[config.mk]
export PLATFORM = sky130hd
export DESIGN_NAME = finv_arb
export DESIGN_NICKNAME = d
export VERILOG_FILES = /design/src/rtl/finv_arb.sv
export SDC_FILE = /design/constraint.sdc
export NUM_CORES = 1
export LEC_CHECK = 0
export CORE_UTILIZATION = 35
export CTS_BUF_LIST = sky130_fd_sc_hd__clkbuf_16
export CTS_CLUSTER_DIAMETER = 50
export CTS_CLUSTER_SIZE = 20
export DETAILED_ROUTE_END_ITERATION = 6
export GPL_ROUTABILITY_DRIVEN = 0
export PLACE_DENSITY = 0.87
export SETUP_SLACK_MARGIN = 0.15
export SYNTH_ARGS = -nofsm -noshare
export SYNTH_HDL_FRONTEND = slang
export SYNTH_SLANG_ARGS = --single-unit
[constraint.sdc]
create_clock -name clk -period 4.2 [get_ports clk]
set_input_delay 0.42 -clock clk [delete_from_list [all_inputs] [get_ports clk]]
set_output_delay 0.42 -clock clk [all_outputs]
set_load 0.03 [all_outputs]
[src/rtl/finv_arb.sv]
// Round-robin arbiter sharing one pipelined finv unit among NREQ requesters.
// Optional FINV_ARB_PERFCNT_EN adds busy_cnt / conflict_cnt counters.
module finv_arb #(
  parameter int NREQ    = 4,
  parameter int IDW     = 2,
  parameter int LATENCY = 2
) (
  input  logic                 clk,
  input  logic                 rst,
  input  logic [NREQ-1:0]      req,
  input  logic [NREQ*32-1:0]   op_a,
  output logic [NREQ-1:0]      gnt,
  output logic [31:0]          finv_a,
  input  logic [31:0]          finv_s,
  output logic                 res_valid,
  output logic [IDW-1:0]       res_id,
  output logic [31:0]          res_data
`ifdef FINV_ARB_PERFCNT_EN
  ,
  output logic [31:0]          busy_cnt,
  output logic [31:0]          conflict_cnt
`endif
);

  if (NREQ < 2 || NREQ > 8 || (1 << IDW) < NREQ || LATENCY < 1) begin : g_bad_cfg
    $error("finv_arb: bad NREQ/IDW/LATENCY");
  end

  logic [IDW-1:0] rr_ptr_q;
  logic [IDW-1:0] rr_ptr_d;
  logic           sel_vld;
  logic [IDW-1:0] sel_id;

  // Search from rr_ptr upward, wrapping modulo NREQ.
  always_comb begin
    logic [IDW:0] idx;
    sel_vld = 1'b0;
    sel_id  = '0;
    idx     = '0;
    for (int o = 0; o < NREQ; o++) begin
      idx = {1'b0, rr_ptr_q} + (IDW+1)'(o);
      if (idx >= (IDW+1)'(NREQ)) begin
        idx = idx - (IDW+1)'(NREQ);
      end
      if (!sel_vld && req[idx[IDW-1:0]]) begin
        sel_vld = 1'b1;
        sel_id  = idx[IDW-1:0];
      end
    end
    if (rst) begin
      sel_vld = 1'b0;
    end
  end

  always_comb begin
    gnt    = '0;
    finv_a = '0;
    if (sel_vld) begin
      gnt[sel_id] = 1'b1;
      finv_a      = op_a[{sel_id, 5'b0} +: 32];
    end
  end

  always_comb begin
    rr_ptr_d = rr_ptr_q;
    if (sel_vld) begin
      if (sel_id == IDW'(NREQ-1)) begin
        rr_ptr_d = '0;
      end else begin
        rr_ptr_d = sel_id + IDW'(1);
      end
    end
  end

  always_ff @(posedge clk) begin
    if (rst) begin
      rr_ptr_q <= '0;
    end else begin
      rr_ptr_q <= rr_ptr_d;
    end
  end

  logic [LATENCY-1:0] tv_q;
  logic [IDW-1:0]     tid_q [LATENCY];

  // Tags shift in lockstep with the finv stages; no stall path.
  always_ff @(posedge clk) begin
    if (rst) begin
      tv_q <= '0;
      for (int i = 0; i < LATENCY; i++) begin
        tid_q[i] <= '0;
      end
    end else begin
      tv_q[0]  <= sel_vld;
      tid_q[0] <= sel_id;
      for (int i = 1; i < LATENCY; i++) begin
        tv_q[i]  <= tv_q[i-1];
        tid_q[i] <= tid_q[i-1];
      end
    end
  end

  logic           res_valid_q;
  logic [IDW-1:0] res_id_q;
  logic [31:0]    res_data_q;

  always_ff @(posedge clk) begin
    if (rst) begin
      res_valid_q <= 1'b0;
      res_id_q    <= '0;
      res_data_q  <= '0;
    end else begin
      res_valid_q <= tv_q[LATENCY-1];
      if (tv_q[LATENCY-1]) begin
        res_id_q   <= tid_q[LATENCY-1];
        res_data_q <= finv_s;
      end
    end
  end

  assign res_valid = res_valid_q;
  assign res_id    = res_id_q;
  assign res_data  = res_data_q;

`ifdef FINV_ARB_PERFCNT_EN
  logic [31:0] busy_q;
  logic [31:0] conflict_q;
  logic        multi_req;

  assign multi_req = |(req & (req - NREQ'(1)));

  always_ff @(posedge clk) begin
    if (rst) begin
      busy_q     <= '0;
      conflict_q <= '0;
    end else begin
      if (sel_vld) begin
        busy_q <= busy_q + 32'd1;
      end
      if (multi_req) begin
        conflict_q <= conflict_q + 32'd1;
      end
    end
  end

  assign busy_cnt     = busy_q;
  assign conflict_cnt = conflict_q;
`endif

endmodule

== Yosys cells after proc, flatten, opt, wreduce, memory -nomap -nowiden ==
Memory sizes are Yosys's and may differ from the RTL's. A register that Yosys moved wholly into a read port is not among the register bits.
Index checks and enable logic that the tools add are counted.

* Register bits: 37
* Latch bits: 0
* Bits in writable memories: 4
* ROM bits: 0
* Input port bits: 166
* Output and inout bits: 71
* Memories kept: 1

{| class="wikitable"
|+ Memories
! name !! depth !! width !! rd ports !! clocked after Yosys merged registers in !! wr ports !! line !! RTL
|-
| tid_q || 2 || 2 || 2 || 1 || 2 || 84 || <nowiki>logic [IDW-1:0] tid_q [LATENCY];</nowiki>
|}

* Add/sub/neg operators: 8
* $mul: 0
* Div/mod/pow operators: 0
* Magnitude comparators: 10
* Eq/ne operators: 1
* Shift operators: 1
* Mux-type cells: 31
* Bitwise operators: 2
* Reduce and logical (&&, ||, !) cells: 7

{| class="wikitable"
|+ Operators with widths
! operator !! count
|-
| $shiftx 128x8->32 || 1
|-
| $mux 32 || 1
|-
| $mux 2 || 11
|-
| $lt 2x3->1 const B || 5
|-
| $mux 1 || 13
|-
| $ge 3x3->1 const B || 3
|-
| $bmux 1 s2 || 4
|-
| $sub 2x1->2 const B || 4
|-
| $add 2x2->3 const B || 2
|-
| $logic_and 1x1->1 || 4
|-
| $mux 4 || 1
|-
| $add 2x1->3 const B || 1
|-
| $ge 2x3->1 const B || 1
|-
| $logic_not 1->1 || 3
|-
| $add 2x1->2 const B || 1
|-
| $demux 1 s2 || 1
|-
| $eq 2x2->1 const B || 1
|-
| $ge 2x1->1 const B || 1
|-
| $or 1x1->1 || 2
|}

== Logic depth before layout (Yosys ltp) ==
* Word-level depth: 19
* Depth in mapped cells: 8
* Depth with buffers taken out: 8

== Worst setup path after synthesis ==
OpenSTA, ideal clock, no wires.

* Path type: in2out
* Start point: input port req[0]
* End point: output port gnt[2]
* Arrival time: 1.923 ns
* Data required time: 3.780 ns
* Path slack: 1.857 ns
* Stages on the path: 6
* Buffers on the path: 2
* Cell sequence: nor2b_4 o21ba_1 or4_4 buf_6 buf_6 nor2_1

* Cells in the longest elaborated chain, start to end: 17
* Elaborated cells on any way between the ends: 29
* Classes of those cells: 2 x order compare; 20 x mux; 7 x reduce/logical

{| class="wikitable"
|+ RTL lines
! element !! line !! RTL
|-
| start, declared || 10 || <nowiki>input logic [NREQ-1:0] req,</nowiki>
|-
| $bmux 1 s2 || 45 || <nowiki>if (!sel_vld && req[idx[IDW-1:0]]) begin</nowiki>
|-
| $mux 1 (not written as such) || 45 ||
|-
| $mux 1 || 45 ||
|-
| $logic_not 1->1 || 45 ||
|-
| $logic_and 1x1->1 || 45 ||
|-
| $mux 1 || 45 ||
|-
| $logic_not 1->1 || 45 ||
|-
| $logic_and 1x1->1 || 45 ||
|-
| $mux 1 || 45 ||
|-
| $logic_not 1->1 || 45 ||
|-
| $logic_and 1x1->1 || 45 ||
|-
| $mux 2 || 45 ||
|-
| $lt 2x3->1 (not written as such) or $ge 2x1->1 (tied branches) || 59 || <nowiki>gnt[sel_id] = 1'b1;</nowiki>
|-
| $logic_and 1x1->1 (not written as such) || 59 ||
|-
| $mux 1 (not written as such) || 59 ||
|-
| $demux 1 s2 || 59 ||
|-
| $mux 4 (*) || 58 || <nowiki>if (sel_vld) begin</nowiki>
|-
| end, declared || 12 || <nowiki>output logic [NREQ-1:0] gnt,</nowiki>
|}

Mark *: on every way between the ends. The rest lies on a longest branch, timed or not. The select of a mux whose other input is x is not followed.

== Worst setup path after layout ==
* Start point: input port req[1]
* End point: output port finv_a[0]

* Cells in the longest elaborated chain, start to end: 14
* Elaborated cells on any way between the ends: 25
* Classes of those cells: 1 x shift; 18 x mux; 6 x reduce/logical

{| class="wikitable"
|+ RTL lines
! element !! line !! RTL
|-
| $bmux 1 s2 || 45 ||
|-
| $mux 1 (not written as such) || 45 ||
|-
| $mux 1 || 45 ||
|-
| $logic_not 1->1 || 45 ||
|-
| $logic_and 1x1->1 || 45 ||
|-
| $mux 1 || 45 ||
|-
| $logic_not 1->1 || 45 ||
|-
| $logic_and 1x1->1 || 45 ||
|-
| $mux 1 || 45 ||
|-
| $logic_not 1->1 || 45 ||
|-
| $logic_and 1x1->1 || 45 ||
|-
| $mux 2 or $mux 1 (tied branches) || 45 ||
|-
| $shiftx 128x8->32 or $mux 1 (tied branches) || 60, 50 ||
|-
| $mux 32 (*) || 58 ||
|-
| end, declared || 13 || <nowiki>output logic [31:0] finv_a,</nowiki>
|}

Marked as above.

==> impl_metrics.csv <==
group,metric,value,unit
run_status,outcome,"finished clean",
yosys,syn_avg_cell_area,9.10,sq um
final_layout,area_delta_synth_final,89.0,%
floorplanning,fp-row-count,32,
grt,grt_start_max_net_pins,40,
clock_network,ctsResizeCount,0,
route,drt_iter0_drc,138,
yosys,yosysUniqueCellTypes,29,
worst_hold_path,hold_path_depth,1,
route,wirelength,10700,um
floorplanning,dieHeight,91.3,um
floorplanning,core,0.00773,sq mm
worst_setup_path,crit_path_max_fanout,22,
clock_network,clkTransAtPathRegs,0.06,ns
route,ant_nets,0,
yosys,synth_nets,474,
power_and_ir_drop,leakage,0.00202,uW
yosys,synth_top_area_cell,"dfxtp_1",
route,drc,0,
sta,drv_slew,0,
yosys,yosys_warnings,0,
floorplanning,start_util,36.2,%
clock_network,cts-root-buf,"clkbuf_16",
worst_setup_path,r2r-start,"rr_ptr_q[1]$_SDFFE_PP0P_",
worst_setup_path,crit_required,3.78,ns
power_and_ir_drop,p_clk_share,22.7,%
yosys,synth.top_cells.by_count,"dfxtp_1, nor2_1, mux2i_1",
clock_network,tritoncts,"yes",
yosys,async_reset_ff_share,0,%
clock_network,cts_buffers,5,
power_and_ir_drop,combPwrFrac,52.3,%
sta,maxSlewHeadroom,31.3,%
run,cap_viol_max_count,0,
floorplanning,die_area,0.00834,sq mm
clock_network,worstSkewPairLatency,0.28,ns
route,vias,3289,
worst_setup_path,reg2reg_depth,8,
yosys,yosys-top-cells-area,"dfxtp_1, mux2i_1, a221o_1",
clock_network,clkSinkCount,43,
grt,grt_pass1_vias,3110,
grt,antenna_found_initial,0,
clock_network,cts.path.max_buffers,2,
yosys,synth_top_family_by_area,"compound AO/OA/AOI/OAI gates",
yosys,ys.flop_type,"dfxtp_1",
yosys,synthXorXnorAreaFrac,0,%
sta,fin_crit_sh,85.9,%
clock_network,ctsHoldBuffers,0,
yosys,ys_seq_elements,43,
yosys,yosysTopAreaCellShare,30.8,%
sta,max_freq,0.277,GHz
power_and_ir_drop,p_sw,697,uW
final_layout,seq_area,862,sq um
yosys,syn_inst,307,
final_layout,fillers,583,
yosys,synthMuxAreaShare,12.5,%
final_layout,fin_nets,692,
route,routed_via_density,5.24,
clock_network,htreeDepth,2,
route,wl_per_cell,17.1,um
grt,track_usage,23.9,%
worst_setup_path,reg2reg_to,"rr_ptr_q[0]$_SDFFE_PP0P_",
sta,skew,0.00540,ns
yosys,synth_area,0.00279,sq mm
worst_setup_path,cp_data_arrival_time,3.19,ns
route,dr_wl_met2,5350,um
placement,post-dp-hpwl,7950,um
sta,hold_viol,0,
worst_hold_path,hold_end,"tv_q[1]$_SDFF_PP0_",
power_and_ir_drop,p_seq_share,25.0,%
sta,fin_tns_setup,0,ns
route,wl_met1,4350,um
sta,fin_crit,3.61,ns
sta,rsz0062_at_grt,"false",
route,dr.pass1.iters,4,
yosys,synth_edf_count,0,
route,met3_wirelength,837,um
yosys,synth_compound_gate_area_share,28.9,%
worst_setup_path,path_class,"primary input to output pin",
yosys,yosysSeqAreaShare,30.8,%
power_and_ir_drop,p_sw_share,37.7,%
worst_setup_path,cp-end-kind,"output pin",
yosys,synthMostInstantiatedCell,"dfxtp_1",
sta,worst_pin_slew,1.03,ns
power_and_ir_drop,power_density,351,mW/mm^2
final_layout,drive_gt1_share,20.7,%
worst_hold_path,hold_start,"tv_q[0]$_SDFF_PP0_",
floorplanning,io_pins,237,
final_layout,diodes,0,
yosys,yosys.area_share.simple,20.2,%
worst_setup_path,reg2reg_slack,2.08,ns
route,routed.top_layer,"met4",
grt,grt_pass1_wl,15700,um
yosys,yosys.area_share.adder,0.448,%
worst_setup_path,cp-start-kind,"primary input",
grt,grt-ovfl-total,0,
power_and_ir_drop,ir_worst_vdd,202,uV
worst_hold_path,hold_path.class,"flop to flop",
power_and_ir_drop,p_int,1150,uW
clock_network,post_cts_buffers,0,
placement,portBuffers,236,
sta,setup_viol,0,
final_layout,multi_input_area,0.00176,sq mm
floorplanning,die_w,91.3,um
sta,fin_hold_ws,0.449,ns
==> final cells by class <==
class	instances	area share (%)
clock buffers	5	2.37
flip-flops and latches	43	16.3
inverters	3	0.213
clock inverters	3	0.735
repair buffers	242	44.7
well taps	102	2.42
multi-input cells	230	33.2
==> cell families after synthesis <==
family	count (synthesis)
DFF	43
and+or+nand+nor	90
buffers and inverters	35
muxes	35
adders and majority gates	1
AOI/OAI and AO/OA	103
==> layout by cell type, fill, tap and decap left out, types with 2 or more instances in the layout <==
cell type,netlist,final
a21oi_2,28,28
nor2_1,42,42
clkdlybuf4s50_1,0,202
clkbuf_16,0,5
mux2i_1,35,35
a221o_1,32,32
nor2b_1,5,5
nor2_2,3,3
inv_1,2,2
buf_4,0,37
dfxtp_1,43,42
o21ai_1,2,2
buf_12,0,3
nand3_2,20,20
or4_4,2,2
a211oi_2,2,2
o21ai_0,32,32
a21oi_1,4,4
nor4_4,2,2
nand3_1,12,12
==> metrics by stage <==
stage | cells | area [sq um] | util, % | setup WS (ns) | power (uW)
5_1_grt | 628 | 5280 | 68.3 | 0.395 | 1940
6_report | 628 | 5280 | 68.3 | 0.591 | 1850
2_1_floorplan | 307 | 2790 | - | 1.86 | 1050
3_5_place_dp | 619 | 5100 | 66.0 | 0.293 | 1430
4_1_cts | 627 | 5270 | 68.2 | 0.299 | 1850
3_3_place_gp | 619 | 5100 | 66.0 | 0.405 | 1420
==> how the worst max path moves through the flow <==
stage                     cells after the start    from        end
after floorplan                               6  req[0]     gnt[2]
after global placement                        8  req[3]     gnt[3]
after detailed placement                      8  req[3]  finv_a[0]
after CTS                                     8  req[3]  finv_a[0]
after global routing                          8  req[3]  finv_a[0]
final                                         8  req[1]  finv_a[0]
==> worst max-delay path: stages <==
cell             delay, ns
clkdlybuf4s50_1       0.62
o21ai_1               0.22
a211oi_4              0.63
nor2_2                0.14
nor2_2                0.54
buf_12                0.24
a221o_1               0.23
buf_12                0.13
==> layer usage <==
metal,vias up,track usage (%)
met5,-,0
met4,0,6.75
met3,15,6.20
met2,163,43.0
met1,1537,27.8
li1,1574,-
==> state kept, by name, summed over array words and instances (netlist names) <==
signal / count
res_data: 32
res_id: 2
res_valid: 1
rr_ptr_q: 2
tid_q: 4
tv_q: 2
==> power by group through the flow <==
stage          logic, uW  registers [uW]  clock network [uW]
3_5_place_dp         962             470                   0
3_3_place_gp         947             468                   0
5_1_grt             1030             465                 446
4_1_cts              966             462                 425
2_1_floorplan        562             490                   0
6_report             969             462                 420
No activity file was read; power rests on OpenSTA's default activity.
